`src/rtl/bus_txn_tracker.sv`:
```
// Passive multi-channel request/response tap: pairs each response with the oldest
// outstanding request per channel and reports address, data, latency and protocol errors.
module bus_txn_tracker #(
  parameter int N_CH       = 2,
  parameter int ADDR_WIDTH = 32,
  parameter int DATA_WIDTH = 32,
  parameter int DEPTH      = 4,
  parameter int CNT_WIDTH  = 16,
  parameter int TIMEOUT    = 1000
) (
  input  logic                                clk,
  input  logic                                rst,
  input  logic                                clear,
  input  logic [N_CH-1:0]                     req_valid,
  input  logic [N_CH-1:0]                     req_ready,
  input  logic [N_CH*ADDR_WIDTH-1:0]          req_addr,
  input  logic [N_CH-1:0]                     rsp_valid,
  input  logic [N_CH-1:0]                     rsp_ready,
  input  logic [N_CH*DATA_WIDTH-1:0]          rsp_data,
  output logic [N_CH-1:0]                     evt_valid,
  output logic [N_CH*ADDR_WIDTH-1:0]          evt_addr,
  output logic [N_CH*DATA_WIDTH-1:0]          evt_data,
  output logic [N_CH*CNT_WIDTH-1:0]           evt_latency,
  output logic [N_CH*($clog2(DEPTH)+1)-1:0]   outstanding,
  output logic [N_CH*CNT_WIDTH-1:0]           txn_count,
  output logic [N_CH-1:0]                     err_overflow,
  output logic [N_CH-1:0]                     err_underflow,
  output logic [N_CH-1:0]                     err_timeout
);

  localparam int PW = $clog2(DEPTH);
  localparam int OW = PW + 1;
  localparam logic [CNT_WIDTH-1:0] TIMEOUT_C = CNT_WIDTH'(TIMEOUT);

  logic [CNT_WIDTH-1:0] now_reg;

  always_ff @(posedge clk or negedge rst) begin
    if (!rst) now_reg <= '0;
    else      now_reg <= now_reg + 1'b1;
  end

  genvar gi;
  generate
    for (gi = 0; gi < N_CH; gi++) begin : g_ch
      logic [ADDR_WIDTH-1:0] addr_mem  [DEPTH];
      logic [CNT_WIDTH-1:0]  stamp_mem [DEPTH];
      logic [PW-1:0]         wr_ptr_reg, rd_ptr_reg;
      logic [OW-1:0]         occ_reg;
      logic                  evt_valid_reg;
      logic [ADDR_WIDTH-1:0] evt_addr_reg;
      logic [DATA_WIDTH-1:0] evt_data_reg;
      logic [CNT_WIDTH-1:0]  evt_latency_reg;
      logic [CNT_WIDTH-1:0]  txn_count_reg;
      logic                  err_overflow_reg, err_underflow_reg, err_timeout_reg;
      logic                  push, pop, empty, full, do_push, do_pop;
      logic                  overflow, underflow, timed_out;
      logic [CNT_WIDTH-1:0]  age;

      assign push      = req_valid[gi] & req_ready[gi];
      assign pop       = rsp_valid[gi] & rsp_ready[gi];
      assign empty     = (occ_reg == '0);
      assign full      = (occ_reg == OW'(DEPTH));
      assign do_pop    = pop & ~empty;
      assign do_push   = push & (~full | do_pop);
      assign overflow  = push & full & ~do_pop;
      assign underflow = pop & empty;
      // Head is read combinationally so its age can be watched every cycle.
      assign age       = now_reg - stamp_mem[rd_ptr_reg];
      assign timed_out = (TIMEOUT_C != '0) && !empty && (age >= TIMEOUT_C);

      always_ff @(posedge clk) begin
        if (do_push) begin
          addr_mem[wr_ptr_reg]  <= req_addr[gi*ADDR_WIDTH +: ADDR_WIDTH];
          stamp_mem[wr_ptr_reg] <= now_reg;
        end
      end

      always_ff @(posedge clk or negedge rst) begin
        if (!rst) begin
          wr_ptr_reg        <= '0;
          rd_ptr_reg        <= '0;
          occ_reg           <= '0;
          evt_valid_reg     <= 1'b0;
          evt_addr_reg      <= '0;
          evt_data_reg      <= '0;
          evt_latency_reg   <= '0;
          txn_count_reg     <= '0;
          err_overflow_reg  <= 1'b0;
          err_underflow_reg <= 1'b0;
          err_timeout_reg   <= 1'b0;
        end else begin
          if (do_push) wr_ptr_reg <= wr_ptr_reg + PW'(1);
          if (do_pop)  rd_ptr_reg <= rd_ptr_reg + PW'(1);
          occ_reg       <= occ_reg + OW'(do_push) - OW'(do_pop);
          evt_valid_reg <= do_pop;
          if (do_pop) begin
            evt_addr_reg    <= addr_mem[rd_ptr_reg];
            evt_data_reg    <= rsp_data[gi*DATA_WIDTH +: DATA_WIDTH];
            evt_latency_reg <= age;
          end
          // clear wins over any same-cycle increment or error
          if (clear) begin
            txn_count_reg     <= '0;
            err_overflow_reg  <= 1'b0;
            err_underflow_reg <= 1'b0;
            err_timeout_reg   <= 1'b0;
          end else begin
            if (do_pop && !(&txn_count_reg)) txn_count_reg <= txn_count_reg + 1'b1;
            if (overflow)  err_overflow_reg  <= 1'b1;
            if (underflow) err_underflow_reg <= 1'b1;
            if (timed_out) err_timeout_reg   <= 1'b1;
          end
        end
      end

      assign evt_valid[gi]                             = evt_valid_reg;
      assign evt_addr[gi*ADDR_WIDTH +: ADDR_WIDTH]     = evt_addr_reg;
      assign evt_data[gi*DATA_WIDTH +: DATA_WIDTH]     = evt_data_reg;
      assign evt_latency[gi*CNT_WIDTH +: CNT_WIDTH]    = evt_latency_reg;
      assign outstanding[gi*OW +: OW]                  = occ_reg;
      assign txn_count[gi*CNT_WIDTH +: CNT_WIDTH]      = txn_count_reg;
      assign err_overflow[gi]                          = err_overflow_reg;
      assign err_underflow[gi]                         = err_underflow_reg;
      assign err_timeout[gi]                           = err_timeout_reg;
    end
  endgenerate

endmodule
```
`config.mk`:
```
export PLATFORM = sky130hd
export DESIGN_NAME = bus_txn_tracker
export DESIGN_NICKNAME = d
export VERILOG_FILES = /design/src/rtl/bus_txn_tracker.sv
export SDC_FILE = /design/constraint.sdc
export NUM_CORES = 1
export LEC_CHECK = 0
export BUFFER_PORTS_ARGS = -buffer_cell sky130_fd_sc_hd__buf_2
export CORE_UTILIZATION = 45
export CTS_BUF_LIST = sky130_fd_sc_hd__clkbuf_8
export DETAILED_ROUTE_END_ITERATION = 6
export GPL_TIMING_DRIVEN = 1
export MAX_ROUTING_LAYER = met4
export PLACE_DENSITY_LB_ADDON = 0.25
export SYNTH_ARGS = -nofsm -noshare
export SYNTH_HDL_FRONTEND = slang
export SYNTH_SLANG_ARGS = --single-unit
```
`constraint.sdc`:
```
create_clock -name clk -period 4.7 [get_ports clk]
set_clock_uncertainty 0.2 [all_clocks]
set_input_delay 1.175 -clock clk [delete_from_list [all_inputs] [get_ports clk]]
set_output_delay 1.175 -clock clk [all_outputs]
set_load 0.05 [all_outputs]
```
* After elaboration in Yosys (flattened, before gate mapping) *
Memories as Yosys holds them, arrays and structs flattened. A register that Yosys moved wholly into a read port is not among the register bits.
Index checks and enable logic that the tools add are counted.

cells by class
  reductions and logical operators = 22
  $lt $le $gt $ge = 2
  equality and inequality tests = 2
  muxes and demuxes = 20
  add/sub/neg operators = 13
  bitwise logic cells = 22

operators by type and width
  operator                                                             number
  two-way mux 16 bit                                                   4
  adder 16 x 1 -> 16 bit, second input constant                        3
  greater-or-equal comparator 16 x 10 -> 1 bit, second input constant  2
  AND reduction 16 bit                                                 2
  subtractor 16 bit                                                    2
  two-way mux 1 bit                                                    16
  nonzero test 2 bit                                                   8
  bitwise AND 1 bit                                                    14
  adder 2 x 1 -> 2 bit, second input constant                          4
  adder 3 x 1 -> 3 bit                                                 2
  == test 3 bit, second input constant                                 2
  zero test 1 bit                                                      6
  zero test 3 bit                                                      2
  inverter 1 bit                                                       6
  subtractor 3 x 1 -> 3 bit                                            2
  logical AND 1 bit                                                    4
  OR 1 bit                                                             2

word-level totals
  input bits = 139
  memories = 4
  RAM bits = 384
  bits in registers = 166
  word-level logic and storage cells = 106

memory list
  memory             words  width  read ports  clocked after memory_dff  write ports  RTL line  source
  g_ch[0].addr_mem   4      32     1           1                         1            45        logic [ADDR_WIDTH-1:0] addr_mem [DEPTH];
  g_ch[1].addr_mem   4      32     1           1                         1            45
  g_ch[0].stamp_mem  4      16     1           0                         1            46        logic [CNT_WIDTH-1:0] stamp_mem [DEPTH];
  g_ch[1].stamp_mem  4      16     1           0                         1            46

* Depth between registers and ports, before layout *
Gate-level depths: netlist (run 1).

  depth after elaboration = 7
  mapped depth = 15
  depth with buffers taken out = 12

* Worst setup path after synthesis (run 1) *
OpenSTA, ideal clock, no wires.

  path type = reg-to-reg
  start = register g_ch[1].rd_ptr_reg[0]
  end = register g_ch[1].err_timeout_reg
  period minus slack after synthesis = 3827 ps
  setup time = 142 ps
  cell stages (with the launch flop) = 14
  path buffers = 3
  setup slack = 873 ps
  arrival = 3486 ps
  path through = dfrtp_1 > clkbuf_1 > buf_2 > buf_2 > mux4_2 > inv_1 > ha_1 > a21o_1 > a221oi_2 > o211ai_1 > xnor2_1 > or3_1 > nor4b_2 > a311oi_2

on the way
  word-level cells in the longest chain between the ends = 5

ends and longest elaborated chain
  what                                          RTL line  source
  start, declared                               47        logic [PW-1:0] wr_ptr_reg, rd_ptr_reg;
  start signal, assigned                        93        if (do_pop) rd_ptr_reg <= rd_ptr_reg + PW'(1);
  memory (4 x 16 bit)                           -
  subtractor 16 bit                             68        assign age = now_reg - stamp_mem[rd_ptr_reg];
  greater-or-equal comparator 16 x 10 -> 1 bit  69        assign timed_out = (TIMEOUT_C != '0) && !empty && (age >= TIMEOUT_C);
  logical AND 1 bit                             69
  nonzero test 2 bit (no source line)           -
  end signal, assigned                          90        err_timeout_reg <= 1'b0;
  end signal, assigned                          106       err_timeout_reg <= 1'b0;
  end signal, assigned                          111       if (timed_out) err_timeout_reg <= 1'b1;
  end, declared                                 54        logic err_overflow_reg, err_underflow_reg, err_timeout_reg;

No other way between the ends.
A chain may end at the register's enable or synchronous reset.

* Worst setup path after layout (run 1) *
  start = register g_ch[0].rd_ptr_reg[0]
  end = register g_ch[0].err_timeout_reg

on the way
  word-level cells in the longest chain between the ends = 5

ends and longest elaborated chain
  what                                          RTL line
  start, declared                               47
  start signal, assigned                        93
  memory (4 x 16 bit)                           -
  subtractor 16 bit                             68
  greater-or-equal comparator 16 x 10 -> 1 bit  69
  logical AND 1 bit                             69
  nonzero test 2 bit (no source line)           -
  end signal, assigned                          90
  end signal, assigned                          106
  end signal, assigned                          111
  end, declared                                 54

No other way between the ends.

==> impl_metrics.json, run 1 <==
{
  "numCtsBuffers": 102,
  "grt_util_all_layers": 0.2014,
  "setup_tns_ns": 0,
  "ctsResizeCount": 0,
  "synth.distinct_cells": 58,
  "synth_compound_area_frac": 0.03101,
  "cts_tree": "built",
  "muxShareOfSynthArea": 0.08851,
  "grt_pass1_wl_um": 84800,
  "area_delta_synth_final_pct": 18.54,
  "p_int_uw": 11200,
  "cap_violations": 0,
  "synth_seq_cells": 614,
  "wirelength_um": 53370,
  "numClockSinks": 614,
  "ys_seq_area_frac": 0.7012,
  "die-area_um2": 55720,
  "hold_class": "reg -> reg",
  "fmax_mhz": 269.3,
  "synthFlopType": "edfxtp_1",
  "insertion_delay_ns": 0.69,
  "holdPathStages": 2,
  "crit_family": "compound AO/OA/AOI/OAI gates",
  "synth_warnings": 0,
  "ant_nets": 0,
  "timing.hold.worst.start": "g_ch[1].evt_addr_reg[5]",
  "leakage_uw": 0.01258,
  "syn-cell-area_um2": 24650,
  "dp_hpwl_um": 33170,
  "die_w_um": 236.1,
  "top_register": "g_ch.addr_mem",
  "root_buffer": "clkbuf_8",
  "crit_slowest_cell": "dfrtp_4",
  "rsz0062_at_grt": "no",
  "grt_max_degree": 101,
  "r2r_cells": 12,
  "yosys.area_share.simple": 0.1041,
  "dr_total_vias": 14760,
  "synth_area_per_cell_um2": 14.41,
  "whs_endpoint": "g_ch[1].evt_addr_reg[5]",
  "cp.required_ns": 5.12,
  "path_buf_inv": 1,
  "rows": 85,
  "die-height_um": 236.1,
  "ctsHoldBuffers": 0,
  "reg2reg_slack_ns": 0.99,
  "syn-num-nets": 1902,
  "sequentialPowerShare": 0.397,
  "slew_headroom": 0.3028,
  "status": "finished clean",
  "grt.overflow.total": 0,
  "drt-pass1-iter-count": 5,
  "p_sw_frac": 0.3945,
  "p_sw_uw": 7294,
  "slowest_delay_ns": 0.58,
  "yosys.area_share.xor_xnor": 0.02629,
  "initial_core_util": 0.4572,
  "grt_pass1_vias": 15270,
  "power_frac_comb": 0.360,
  "cp_cell_sequence": "mux4_2 > ha_1 > inv_1 > fa_1 > a211oi_1 > o21ai_1 > a21o_1 > a21oi_1 > xor2_1 > or4b_1 > o2111ai_1 > o21a_1",
  "netlist.area_leader.share": 0.4677,
  "worst_pin_slew_ns": 1.046,
  "powerDensity_nw_per_um2": 632.7,
  "ios": 345,
  "viasPerCell": 5.089,
  "cts_buffer_depth": 3,
  "finalCritPeriodShare": 0.7901,
  "drv_slew": 0,
  "synth_top_family_by_area": "simple AND/OR/NAND/NOR gates",
  "core_area_um2": 53920,
  "synth_area_leaders": "edfxtp_1 47%, dfrtp_1 23%, mux4_2 8.8%",
  "post_cts_buffers": 0,
  "critPathCaptureType": "flop",
  "layout-drive-gt1-share": 0.2849,
  "routabilityCongestion": 0.8663,
  "synth_commonest_cells": "465 x nand2_1, 384 x edfxtp_1, 230 x dfrtp_1",
  "yosysMostFrequentCell": "nand2_1",
  "wl_per_cell_um": 18.40,
  "reg_top3": "g_ch.addr_mem: 256 flops, g_ch.stamp_mem: 128 flops",
  "critical_path_arrival_ns": 4.14,
  "r2r_end": "g_ch[0].err_timeout_reg",
  "p_clk_frac": 0.242,
  "antenna_found_initial": 4,
  "path_clk_slew_ns": 0.06,
  "portBuffers": 344,
  "hold_violations": 0,
  "crit_type": "reg -> reg",
  "async_flop_share": 0.3746,
  "irDropWorstVdd_v": 0.0003862,
  "synth_top_area_cell": "edfxtp_1",
  "largest_register_ffs": 256,
  "critPathLaunchType": "flop",
  "htree_levels": 3,
  "synth_adder_area_share": 0.02761,
  "setup_viol": 0,
  "finalNetCount": 2304,
  "final_util": 0.5420,
  "r2r_start": "g_ch[0].rd_ptr_reg[0]",
  "synth_edf_count": 384,
  "cp_max_fo": 12,
  "synth_cells": 1711,
  "drt_iter0_drc": 771,
  "drc": 0,
  "period_needed_ns": 3.713
}
## power by group through the flow
stage,clock [uW],combinational [uW],sequential (uW)
after floorplan,0,3010,9410
after global placement,0,6670,7410
after detailed placement,0,6740,7460
after CTS,4620,6760,7370
after global routing,4860,7150,7480
final,4480,6660,7350
## layout by cell type, fill, tap and decap left out, types with 32 or more instances in the layout
| master | instances |
|---|---|
| mux4_2 | 96 |
| dfrtp_1 | 226 |
| clkbuf_8 | 120 |
| nor2_1 | 64 |
| inv_1 | 103 |
| nand2_1 | 465 |
| xor2_1 | 32 |
| buf_2 | 343 |
| edfxtp_1 | 384 |
| xnor2_1 | 42 |
| ha_1 | 48 |
## kinds of logic (layout without fill, tap and decap cells)
kind of cell	count (synthesis)	count (layout)
and+or+nand+nor	621	621
DFF	614	614
buffers and inverters	130	620
AOI/OAI and AO/OA	122	122
muxes	98	98
xor gates and xnor gates	74	74
adders and majority gates	52	52
other	0	4
## cell type report
type / count / area (um2)
Timing Repair Buffer: 369 / 1957
Tap cell: 696 / 870.8
Clock buffer: 120 / 1652
Multi-Input combinational cell: 967 / 6858
Sequential cell: 614 / 17300
Inverter: 59 / 221.5
Antenna cell: 4 / 10.01
Clock inverter: 72 / 357.8
Fill cell: 4494 / 24700
## worst reg2reg max path: stages (launching register included)
cell and delay (ns):
dfrtp_4 0.58, mux4_2 0.37, ha_1 0.18, inv_1 0.06, fa_1 0.42, a211oi_1 0.36
o21ai_1 0.20, a21o_1 0.19, a21oi_1 0.17, xor2_1 0.10, or4b_1 0.52, o2111ai_1 0.19
o21a_1 0.13
## worst max path at each step
stage,startpoint,end,cells after the start
4_1_cts,g_ch[0].rd_ptr_reg[0],g_ch[0].err_timeout_reg,12
6_report,g_ch[0].rd_ptr_reg[0],g_ch[0].err_timeout_reg,12
3_5_place_dp,g_ch[0].rd_ptr_reg[0],g_ch[0].err_timeout_reg,12
3_3_place_gp,g_ch[0].rd_ptr_reg[0],g_ch[0].err_timeout_reg,12
5_1_grt,g_ch[0].rd_ptr_reg[0],g_ch[0].err_timeout_reg,12
2_1_floorplan,g_ch[1].rd_ptr_reg[0],g_ch[1].err_timeout_reg,13
## per-stage QoR
step	power [uW]	instance area (um2)	setup WS [ns]	instances	hold WS (ns)
floorplan	12410	24650	0.8727	1711	0.2637
global placement	14080	27200	1.035	2705	0.2522
detailed placement	14200	27200	0.9308	2705	0.2570
CTS	18760	29210	0.9075	2897	0.2711
global route	19490	29220	0.5298	2901	0.2903
finish	18490	29220	0.9865	2901	0.2662
## per-layer routing
metal	part of all wire	routed length [um]	track usage	vias to the layer above
li1	-	-	-	6908
met5	0	0	-	-
met2	0.50	26470	0.3214	363
met4	0.023	1202	0.07427	0
met3	0.048	2539	0.03569	86
met1	0.43	23160	0.2592	7405
Note: power is estimated with default switching activity, not from simulation.
==> run 2: changes to the inputs <==
==> constraint.sdc (replaced) <==
create_clock -name clk -period 3.43 [get_ports clk]
set_clock_uncertainty 0.2 [all_clocks]
set_input_delay 0.8575 -clock clk [delete_from_list [all_inputs] [get_ports clk]]
set_output_delay 0.8575 -clock clk [all_outputs]
set_load 0.05 [all_outputs]
==> impl_metrics.json, run 2 (synthesized netlist as in run 1, its figures left out) <==
{
  "p_sw_uw": 10060,
  "p_clk_frac": 0.240,
  "rsz0062_at_grt": "yes",
  "dpl.cell_count": 2743,
  "die-height_um": 236.1,
  "final_cell_mix": "465 x nand2_1, 384 x edfxtp_1, 343 x buf_2, 226 x dfrtp_1, 114 x clkbuf_8",
  "critical_path_arrival_ns": 3.77,
  "placed_area_um2": 27620,
  "reg_top3": "g_ch.addr_mem: 256 flops, g_ch.stamp_mem: 128 flops",
  "grt_util_all_layers": 0.2024,
  "hold_class": "in -> reg",
  "path_clk_slew_ns": 0.06,
  "cp_max_fo": 9,
  "dpl_worst_slack_ns": -0.02996,
  "core_area_um2": 53920,
  "top_register": "g_ch.addr_mem",
  "die_w_um": 236.1,
  "hold_violations": 0,
  "area_delta_synth_final_pct": 21.01,
  "setup_viol": 1,
  "crit_family": "simple AND/OR/NAND/NOR gates",
  "path_buf_inv": 3,
  "dp_hpwl_um": 33790,
  "grt.overflow.total": 0,
  "final_cell_area_um2": 29830,
  "root_buffer": "clkbuf_8",
  "grt_pass1_vias": 15150,
  "insertion_delay_ns": 0.69,
  "layout_commonest_cell": "nand2_1",
  "slew_headroom": 0.2994,
  "cp.required_ns": 3.73,
  "p_int_uw": 15860,
  "cts_tree": "built",
  "rows": 85,
  "p_sw_frac": 0.3881,
  "status": "finished with violations",
  "portBuffers": 344,
  "numClockSinks": 614,
  "regArea_um2": 17300,
  "finalCritPeriodShare": 1.011,
  "drc": 0,
  "powerDensity_nw_per_um2": 868.9,
  "fmax_mhz": 288.5,
  "htree_levels": 3,
  "ant_nets": 0,
  "multi_input_area_um2": 6998,
  "dr_total_vias": 14880,
  "cts_buffer_depth": 3,
  "layout-drive-gt1-share": 0.3117,
  "crit_type": "reg -> reg",
  "largest_register_ffs": 256,
  "hold_slack_ns": 0.1811,
  "routabilityCongestion": 0.8672,
  "die-area_um2": 55720,
  "power_frac_comb": 0.378,
  "viasPerCell": 5.065,
  "wirelength_um": 54030,
  "ios": 345,
  "drt_iter0_drc": 775,
  "critPathMostFrequentCell": "buf_12",
  "crit_slowest_cell": "dfrtp_4",
  "antenna_found_initial": 2,
  "drt-pass1-iter-count": 5,
  "critPathLaunchType": "flop",
  "wl_per_cell_um": 18.40,
  "sequentialPowerShare": 0.383,
  "cap_violations": 0,
  "period_needed_ns": 3.467,
  "initial_core_util": 0.4572,
  "grt_pass1_wl_um": 84970,
  "irDropWorstVdd_v": 0.0005174,
  "leakage_uw": 0.01281,
  "fin_cells": 2937,
  "grt_max_degree": 91,
  "critPathCaptureType": "flop",
  "cp_cell_sequence": "buf_12 > buf_12 > mux4_2 > inv_2 > ha_4 > a21o_1 > o21ai_2 > o2111ai_4 > nand2_1 > xnor2_1 > or3_1 > nor4b_2 > a311oi_2",
  "worst_pin_slew_ns": 1.051,
  "drv_slew": 0,
  "worst_slack_ns": -0.03661,
  "violations": "setup timing",
  "numCtsBuffers": 100,
  "num-fill-cells": 4432,
  "finalNetCount": 2350,
  "slowest_delay_ns": 0.52
}
run 2: changes by cell type in the layout (fill, tap and decap cells not counted), moves of 3 or more:
cell,delta
o21ai_1,-3
inv_12,-3
clkbuf_8,-6
ha_4,+6
buf_12,+11
buf_4,+34
inv_2,+5
ha_1,-6
inv_1,-18
bufinv_16,+4
clkinv_2,+9
o21ai_2,+3
run 2: power by group through the flow:
| stage | logic, uW | clock network, uW | registers (uW) |
|---|---|---|---|
| after floorplan | 4210 | 0 | 12900 |
| final | 9790 | 6210 | 9920 |
| after global placement | 9570 | 0 | 10000 |
| after global routing | 10500 | 6710 | 10100 |
| after CTS | 9730 | 6410 | 9940 |
| after detailed placement | 9660 | 0 | 10100 |
run 2: what timing repair did:
action | CTS | global route
buffers inserted | 2 | 7
setup endpoints to repair | 1 | 4
pin swaps | 2 | 15
endpoints found under the hold margin | 10 | 0
hold buffers | 1 | 0
gates resized for setup | 0 | 25
run 2: final cells by class:
cell class / count / area share
sequential: 614 / 0.5798
inverter: 59 / 0.007424
tap: 696 / 0.02919
timing repair buffer: 417 / 0.08262
multi-input combinational: 967 / 0.2346
clock buffer: 114 / 0.05259
clock inverter: 68 / 0.01363
antenna: 2 / 0.0001678
run 2: layer usage:
metal | part of all wire | wire length, um | GRT usage | up-vias
met3 | 0.044 | 2354 | 0.03862 | 86
met5 | 0 | 0 | - | -
li1 | - | - | - | 6984
met4 | 0.022 | 1174 | 0.06100 | 0
met1 | 0.42 | 22840 | 0.2554 | 7448
met2 | 0.51 | 27660 | 0.3328 | 358
run 2: metrics by stage:
stage | total power, uW | util | TNS (ns)
after CTS | 26080 | 0.5496 | 0
after floorplan | 17100 | - | -0.06153
final | 25920 | 0.5533 | -0.03661
after detailed placement | 19730 | 0.5123 | -0.02996
after global routing | 27270 | 0.5533 | -0.2815
after global placement | 19570 | 0.5123 | 0
run 2: worst paths after layout:
| check | depth (start not counted) | to | startpoint | slack [ns] |
|---|---|---|---|---|
| min in group asynchronous | 2 | g_ch[0].evt_addr_reg[10] | rst | 0.57 |
| worst min-delay path | 3 | g_ch[0].evt_data_reg[27] | rsp_data[27] | 0.18 |
| max in group asynchronous | 3 | g_ch[0].evt_data_reg[13] | rst | 1.64 |
| worst min register to register | 2 | g_ch[1].evt_data_reg[21] | g_ch[1].evt_data_reg[21] | 0.27 |
| worst max-delay path | 13 | g_ch[1].err_timeout_reg | g_ch[1].rd_ptr_reg[0] | -0.04 |
| worst max register to register | 13 | g_ch[1].err_timeout_reg | g_ch[1].rd_ptr_reg[0] | -0.04 |
run 2: worst register-to-register path, cell delays in order, from the launching register on:
cell and delay [ns]:
dfrtp_4 0.52, buf_12 0.15, buf_12 0.13, mux4_2 0.42, inv_2 0.10, ha_4 0.21
a21o_1 0.17, o21ai_2 0.22, o2111ai_4 0.15, nand2_1 0.11, xnor2_1 0.09, or3_1 0.39
nor4b_2 0.33, a311oi_2 0.13
